===== src/rtl/cap_sense_pkg.sv =====
// Shared types and default timing for the capacitive pad sequencer.
package cap_sense_pkg;

    localparam int COUNT_W = 32;

    localparam int DEF_DISCH_CYCLES   = 64;
    localparam int DEF_CHARGE_CYCLES  = 64;
    localparam int DEF_TIMEOUT_CYCLES = 100000;
    localparam int DEF_GAP_CYCLES     = 1000;
    localparam int DEF_THRESHOLD      = 200;
    localparam int DEF_DEBOUNCE       = 3;

    typedef logic [COUNT_W-1:0] count_t;

    typedef enum logic [2:0] {
        ST_IDLE      = 3'd0,
        ST_DISCHARGE = 3'd1,
        ST_CHARGE    = 3'd2,
        ST_WAIT      = 3'd3,
        ST_LATCH     = 3'd4,
        ST_EVAL      = 3'd5,
        ST_GAP       = 3'd6
    } state_t;

endpackage


===== src/rtl/cap_sense_driver_debounce.sv =====
// Debounce of the raw touch decision: touched flips only after DEBOUNCE
// consecutive evaluations that disagree with it.
module touch_debounce
    import cap_sense_pkg::*;
#(
    parameter int DEBOUNCE = DEF_DEBOUNCE
) (
    input  logic i_clock,
    input  logic i_reset,
    input  logic i_eval,
    input  logic i_raw,
    output logic o_touched
);

    localparam int CNT_W = (DEBOUNCE > 2) ? $clog2(DEBOUNCE) : 1;

    logic [CNT_W-1:0] r_cnt;
    logic             r_touched;

    // Agreement counter and touched state, advanced once per evaluation.
    always_ff @(posedge i_clock or posedge i_reset) begin
        if (i_reset) begin
            r_cnt     <= '0;
            r_touched <= 1'b0;
        end else if (i_eval) begin
            if (i_raw == r_touched) begin
                r_cnt <= '0;
            end else if (r_cnt == CNT_W'(DEBOUNCE - 1)) begin
                r_touched <= ~r_touched;
                r_cnt     <= '0;
            end else begin
                r_cnt <= r_cnt + CNT_W'(1);
            end
        end
    end

    assign o_touched = r_touched;

endmodule


===== src/rtl/cap_sense_driver.sv =====
// Excitation/evaluation sequencer for one capacitive touch pad.
//
// state     | meaning
// ----------+-------------------------------------------------------
// IDLE      | pad held low, waiting for enable
// DISCHARGE | pad driven low for DISCH_CYCLES
// CHARGE    | pad driven high for CHARGE_CYCLES
// WAIT      | pad released, counter armed, waiting for pad to fall
// LATCH     | one cycle for the counter's final_count to settle
// EVAL      | sample captured, baseline/touch decision made
// GAP       | pad held low for GAP_CYCLES before the next measurement
module cap_sense_driver
    import cap_sense_pkg::*;
#(
    parameter int DISCH_CYCLES   = DEF_DISCH_CYCLES,
    parameter int CHARGE_CYCLES  = DEF_CHARGE_CYCLES,
    parameter int TIMEOUT_CYCLES = DEF_TIMEOUT_CYCLES,
    parameter int GAP_CYCLES     = DEF_GAP_CYCLES,
    parameter int THRESHOLD      = DEF_THRESHOLD,
    parameter int DEBOUNCE       = DEF_DEBOUNCE
) (
    input  logic               clock,
    input  logic               reset,
    input  logic               enable,
    input  logic               sensor_in,
    input  logic [COUNT_W-1:0] meas_count,
    output logic               sensor_oe,
    output logic               sensor_drive,
    output logic               sensor_start,
    output logic               capacitor_charged,
    output logic               sample_valid,
    output logic [COUNT_W-1:0] sample,
    output logic [COUNT_W-1:0] baseline,
    output logic               touched,
    output logic               timeout
);

    state_t r_state;
    state_t w_next_state;
    count_t r_timer;
    count_t w_reload;
    logic   w_timer_done;
    logic   w_wait_timeout;

    logic   r_oe;
    logic   r_drive;
    logic   r_start;
    logic   r_charged;
    logic   w_oe;
    logic   w_drive;
    logic   w_start;
    logic   w_charged;

    logic   r_sample_valid;
    count_t r_sample;
    count_t r_baseline;
    logic   r_base_valid;
    logic   r_timeout;
    logic   w_touch_raw;
    logic   w_eval_strobe;
    logic   w_touched;

    assign w_timer_done   = (r_timer == '0);
    assign w_wait_timeout = (r_state == ST_WAIT) && sensor_in && w_timer_done;

    // Next-state decision for the measurement sequence.
    always_comb begin
        w_next_state = r_state;
        case (r_state)
            ST_IDLE:      if (enable) w_next_state = ST_DISCHARGE;
            ST_DISCHARGE: if (w_timer_done) w_next_state = ST_CHARGE;
            ST_CHARGE:    if (w_timer_done) w_next_state = ST_WAIT;
            ST_WAIT: begin
                if (!sensor_in)        w_next_state = ST_LATCH;
                else if (w_timer_done) w_next_state = ST_GAP;
            end
            ST_LATCH:     w_next_state = ST_EVAL;
            ST_EVAL:      w_next_state = ST_GAP;
            ST_GAP: begin
                if (w_timer_done) w_next_state = enable ? ST_DISCHARGE : ST_IDLE;
            end
            default:      w_next_state = ST_IDLE;
        endcase
    end

    // Phase length loaded into the shared timer on entry to each timed state.
    always_comb begin
        w_reload = '0;
        case (w_next_state)
            ST_DISCHARGE: w_reload = COUNT_W'(DISCH_CYCLES - 1);
            ST_CHARGE:    w_reload = COUNT_W'(CHARGE_CYCLES - 1);
            ST_WAIT:      w_reload = COUNT_W'(TIMEOUT_CYCLES - 1);
            ST_GAP:       w_reload = COUNT_W'(GAP_CYCLES - 1);
            default:      w_reload = '0;
        endcase
    end

    // Pad outputs decoded from the next state so the registers line up with r_state.
    always_comb begin
        w_oe      = 1'b1;
        w_drive   = 1'b0;
        w_start   = 1'b0;
        w_charged = 1'b0;
        case (w_next_state)
            ST_CHARGE: w_drive = 1'b1;
            ST_WAIT, ST_LATCH, ST_EVAL: begin
                w_oe      = 1'b0;
                w_start   = 1'b1;
                w_charged = 1'b1;
            end
            default: ;
        endcase
    end

    // State register, shared phase timer and registered pad outputs.
    always_ff @(posedge clock or posedge reset) begin
        if (reset) begin
            r_state   <= ST_IDLE;
            r_timer   <= '0;
            r_oe      <= 1'b1;
            r_drive   <= 1'b0;
            r_start   <= 1'b0;
            r_charged <= 1'b0;
        end else begin
            r_state   <= w_next_state;
            r_oe      <= w_oe;
            r_drive   <= w_drive;
            r_start   <= w_start;
            r_charged <= w_charged;
            if (w_next_state != r_state) begin
                r_timer <= w_reload;
            end else if (!w_timer_done) begin
                r_timer <= r_timer - COUNT_W'(1);
            end
        end
    end

    // Touch test widened by one bit so baseline + THRESHOLD cannot wrap.
    assign w_touch_raw   = ({1'b0, r_sample} > ({1'b0, r_baseline} + 33'(THRESHOLD)));
    assign w_eval_strobe = (r_state == ST_EVAL) && r_base_valid;

    // Sample capture, baseline learning and sticky timeout flag.
    always_ff @(posedge clock or posedge reset) begin
        if (reset) begin
            r_sample_valid <= 1'b0;
            r_sample       <= '0;
            r_baseline     <= '0;
            r_base_valid   <= 1'b0;
            r_timeout      <= 1'b0;
        end else begin
            r_sample_valid <= (w_next_state == ST_EVAL);
            if (r_state == ST_LATCH) begin
                r_sample <= meas_count;
            end
            if (r_state == ST_EVAL) begin
                if (!r_base_valid) begin
                    r_baseline   <= r_sample;
                    r_base_valid <= 1'b1;
                end else if (!w_touched && (r_sample < r_baseline)) begin
                    r_baseline <= r_sample;
                end
            end
            if (w_wait_timeout) begin
                r_timeout <= 1'b1;
            end
        end
    end

    touch_debounce #(
        .DEBOUNCE (DEBOUNCE)
    ) u_debounce (
        .i_clock   (clock),
        .i_reset   (reset),
        .i_eval    (w_eval_strobe),
        .i_raw     (w_touch_raw),
        .o_touched (w_touched)
    );

    assign sensor_oe         = r_oe;
    assign sensor_drive      = r_drive;
    assign sensor_start      = r_start;
    assign capacitor_charged = r_charged;
    assign sample_valid      = r_sample_valid;
    assign sample            = r_sample;
    assign baseline          = r_baseline;
    assign touched           = w_touched;
    assign timeout           = r_timeout;

endmodule


===== config.mk =====
export PLATFORM = sky130hd
export DESIGN_NAME = cap_sense_driver
export DESIGN_NICKNAME = d
export VERILOG_FILES = /design/src/rtl/cap_sense_pkg.sv /design/src/rtl/cap_sense_driver_debounce.sv /design/src/rtl/cap_sense_driver.sv
export SDC_FILE = /design/constraint.sdc
export NUM_CORES = 1
export LEC_CHECK = 0
export ABC_AREA = 1
export BUFFER_PORTS_ARGS = -buffer_cell sky130_fd_sc_hd__buf_4
export CAP_MARGIN = 10
export CORE_ASPECT_RATIO = 2
export CORE_MARGIN = 3
export CORE_UTILIZATION = 45
export DETAILED_ROUTE_END_ITERATION = 16
export PLACE_DENSITY = 0.74
export SYNTH_ARGS = -nofsm -noshare
export SYNTH_HDL_FRONTEND = slang
export SYNTH_SLANG_ARGS = --single-unit

===== constraint.sdc =====
create_clock -name clock -period 3 [get_ports clock]
set_input_delay 0.3 -clock clock [delete_from_list [all_inputs] [get_ports clock]]
set_output_delay 0.3 -clock clock [all_outputs]
set_load 0.02 [all_outputs]

==> metrics <==
outcome finished, violations left; failing checks negative setup slack; Slowest-stage cell, CP dfrtp_2; Wirelength per Cell 15.50 um; worst reg2reg path depth 24; GP Congestion 0.9668; worst-path fanout max 3; vias in the first global route 6897; global route overflow 0; register area share after synthesis 0.3741; startpoint types flop; metal2 WL 11780 um; R2R Path End u_debounce.r_cnt[1]; routed via count 6811; final worst slack -0.07442 ns; worst path cell trace ha_4 > nand2_4 > nand2_4 > nand2_4 > nor3_4 > nand2_2 > nor2_4 > nand2_2 > nor3_4 > nand2_2 > nor2_2 > xor2_1 > ha_1 > nand2_2 > nor2_4 > nand2_2 > nor2_1 > nand4_1 > nor2_1 > nor2_1 > nand2_1 > nand3_1 > nand4_1 > nand2_1; number of vias per cell 5.231; most common cell after layout, fill and taps aside nand2_1; critical path type reg2reg; switching power total 5609 uW; min Tclk post-route 3.074 ns; H-tree depth 3; maximum clock rate 325.3 MHz; DRT iter0 DRCs 289; Die H 185.2 um; Final Skew 0.01666 ns; Post-DP Area 0.008549 mm^2; ANT cells 0; Post-Syn Nets 1054; WP data required 3.25 ns; final core utilization 0.5771; All-Layer GR Usage 0.2354; setup violators final 3; pwr/cell area 1206 mW/mm^2; yosys warns 0; drt first pass iters 8; uppermost layer routed met4; Max Cap Viol 0; switching share of power 0.5187; Internal Power 5204 uW; most frequent cells in the layout nand2_1 (297), buf_4 (154), dfrtp_1 (103); crit-path max cell delay 0.40 ns; root buffer cell clkbuf_16; crit path capture type flop; Yosys reg bits 108; Slew Viols, Final 0; share of cells above drive strength 1 0.2201; initial antenna violation count 0; Synth Area per Inst 7.569 um^2; FP Rows 64; largest net degree at the start of global routing 46; post-synthesis cell type count 43; Clock Power Share 0.110; Remaining DRCs 0; met3 WL 736 um; first-pass GRT wire length 32310 um; Final TNS setup -0.1819 ns; Slew headroom 0.5596; post-route cell area 0.008965 mm^2; CP Capture Point u_debounce.r_cnt[1]; Core Box Area 0.01553 mm^2; Detailed Place HPWL 15830 um; R2R setup slack -0.07 ns; RSZ-0062 raised after global routing true; P&R area growth vs syn 24.03%; clk_lat worst skew 0.36 ns; Lkg Pwr 0.004772 uW; Tcrit/Tclk final 1.025; TritonCTS clock tree built; Starting Density 0.4653; worst vdd ir 0.7115 mV; Slew @ Worst Pin 0.6592 ns; Hold Crit Class in2async; WP data arrival 3.32 ns; Logic pwr share 0.629; # IOs 107; Seq pwr share 0.261; Hold Slack 0.02768 ns; full die area 0.01771 mm^2; Clock Sinks 108; post-cts hold buffer count 0; die width 95.62 um; TritonCTS Buffers 9; WL final 20190 um; crit-path most repeated cell nand2_2; reg2reg start baseline[3]; Worst-path clk slew 0.08 ns; antenna viol nets, final 0; Pwr Total 10810 uW; Metal-1 WL 6745 um; port bufs 106; Mapped Cells 955; Layout Nets 1198; CTS max path bufs 2; Cell Area, Synth 0.007228 mm^2; Hold Violations, Final 0; beginning of the critical path baseline[3]
## kinds of logic (layout without fill, tap and decap cells)
kind of cell,Yosys count,count (layout),share of synthesized area
DFF,108,108,0.3741
buffers and inverters,119,268,0.06595
xor gates and xnor gates,47,47,0.05695
AOI/OAI and AO/OA,70,70,0.05349
adders and majority gates,63,63,0.1091
and+or+nand+nor,548,548,0.3405
## worst min path at each step
stage	from	end	cells past startpoint
floorplan	meas_count[10]	sample[10]	2
global placement	reset	capacitor_charged	2
detailed placement	reset	capacitor_charged	2
CTS	reset	capacitor_charged	2
global route	reset	capacitor_charged	2
finish	reset	capacitor_charged	2
## metal layers
layer	track usage	vias up
met5	0	-
met4	0.1169	0
met3	0.03659	60
met2	0.4674	161
met1	0.2208	3238
li1	-	3352
## timing repair
item	4_1_cts	5_1_grt
pin swaps	1	12
setup buffers	0	2
setup endpoints to repair	3	3
endpoints found under the hold margin	0	0
gates resized for setup	3	30
## worst max-delay path: cells and delay by family, from the launching register on
kind	cells	cell delay, ns
xor gates and xnor gates	1	0.08
adders and majority gates	2	0.45
DFF	1	0.40
and+or+nand+nor	21	2.05
## power by group through the flow
stage / sequential [uW] / combinational [uW] / clock (uW)
final: 2820 / 6800 / 1190
after global routing: 2900 / 7640 / 1260
after CTS: 2810 / 6700 / 1210
after detailed placement: 2830 / 6650 / 0
after global placement: 2820 / 6510 / 0
after floorplan: 3130 / 4050 / 0
## through the flow
stage | setup slack (ns) | instances
5_1_grt | -0.3035 | 1302
2_1_floorplan | 0.002240 | 955
3_5_place_dp | -0.1688 | 1284
6_report | -0.07442 | 1302
3_3_place_gp | -0.06560 | 1284
4_1_cts | -0.1478 | 1300
## registers in the layout (all words and copies together) (netlist names)
signal / cells
r_base_valid: 1
capacitor_charged: 1
baseline: 32
r_state: 3
r_timer: 32
sample: 32
sensor_drive: 1
sample_valid: 1
sensor_oe: 1
u_debounce.r_cnt: 2
timeout: 1
u_debounce.o_touched: 1
## cell type report
cell class	instances	area, um^2
Clock buffer	9	225.2
Clock inverter	7	67.56
Fill cell	1498	6570
Inverter	97	367.9
Multi-Input combinational cell	728	4172
Sequential cell	108	2709
Tap cell	198	247.7
Timing Repair Buffer	155	1176
## Yosys cell counts (all sizes together)
cell type  number  area (um^2)
dfstp           1        26.28
xor2           38        332.8
nand4          18        118.9
o22ai           1        6.260
o21a            2        15.01
and3            1        6.260
ha             63        788.3
o31ai           1        7.510
nand2         316         1219
nor2          108        499.2
nor3           26        165.2
a21oi          42        210.2
nor3b           2        25.02
nand3          68        370.4
nor4            6        37.54
xnor2           9        78.83
nand3b          1        7.510
inv            96        360.3
a21o            4        30.03
a211oi          2        15.01
a31oi           1        6.260
buf             7        56.30
dfrtp         107         2678
o21ai          14        70.07
or2             2        12.51
o211ai          1        7.510
clkbuf         15        56.30
o21bai          2        18.77
clkinv          1        3.750
(Power assumes the default switching activity.)
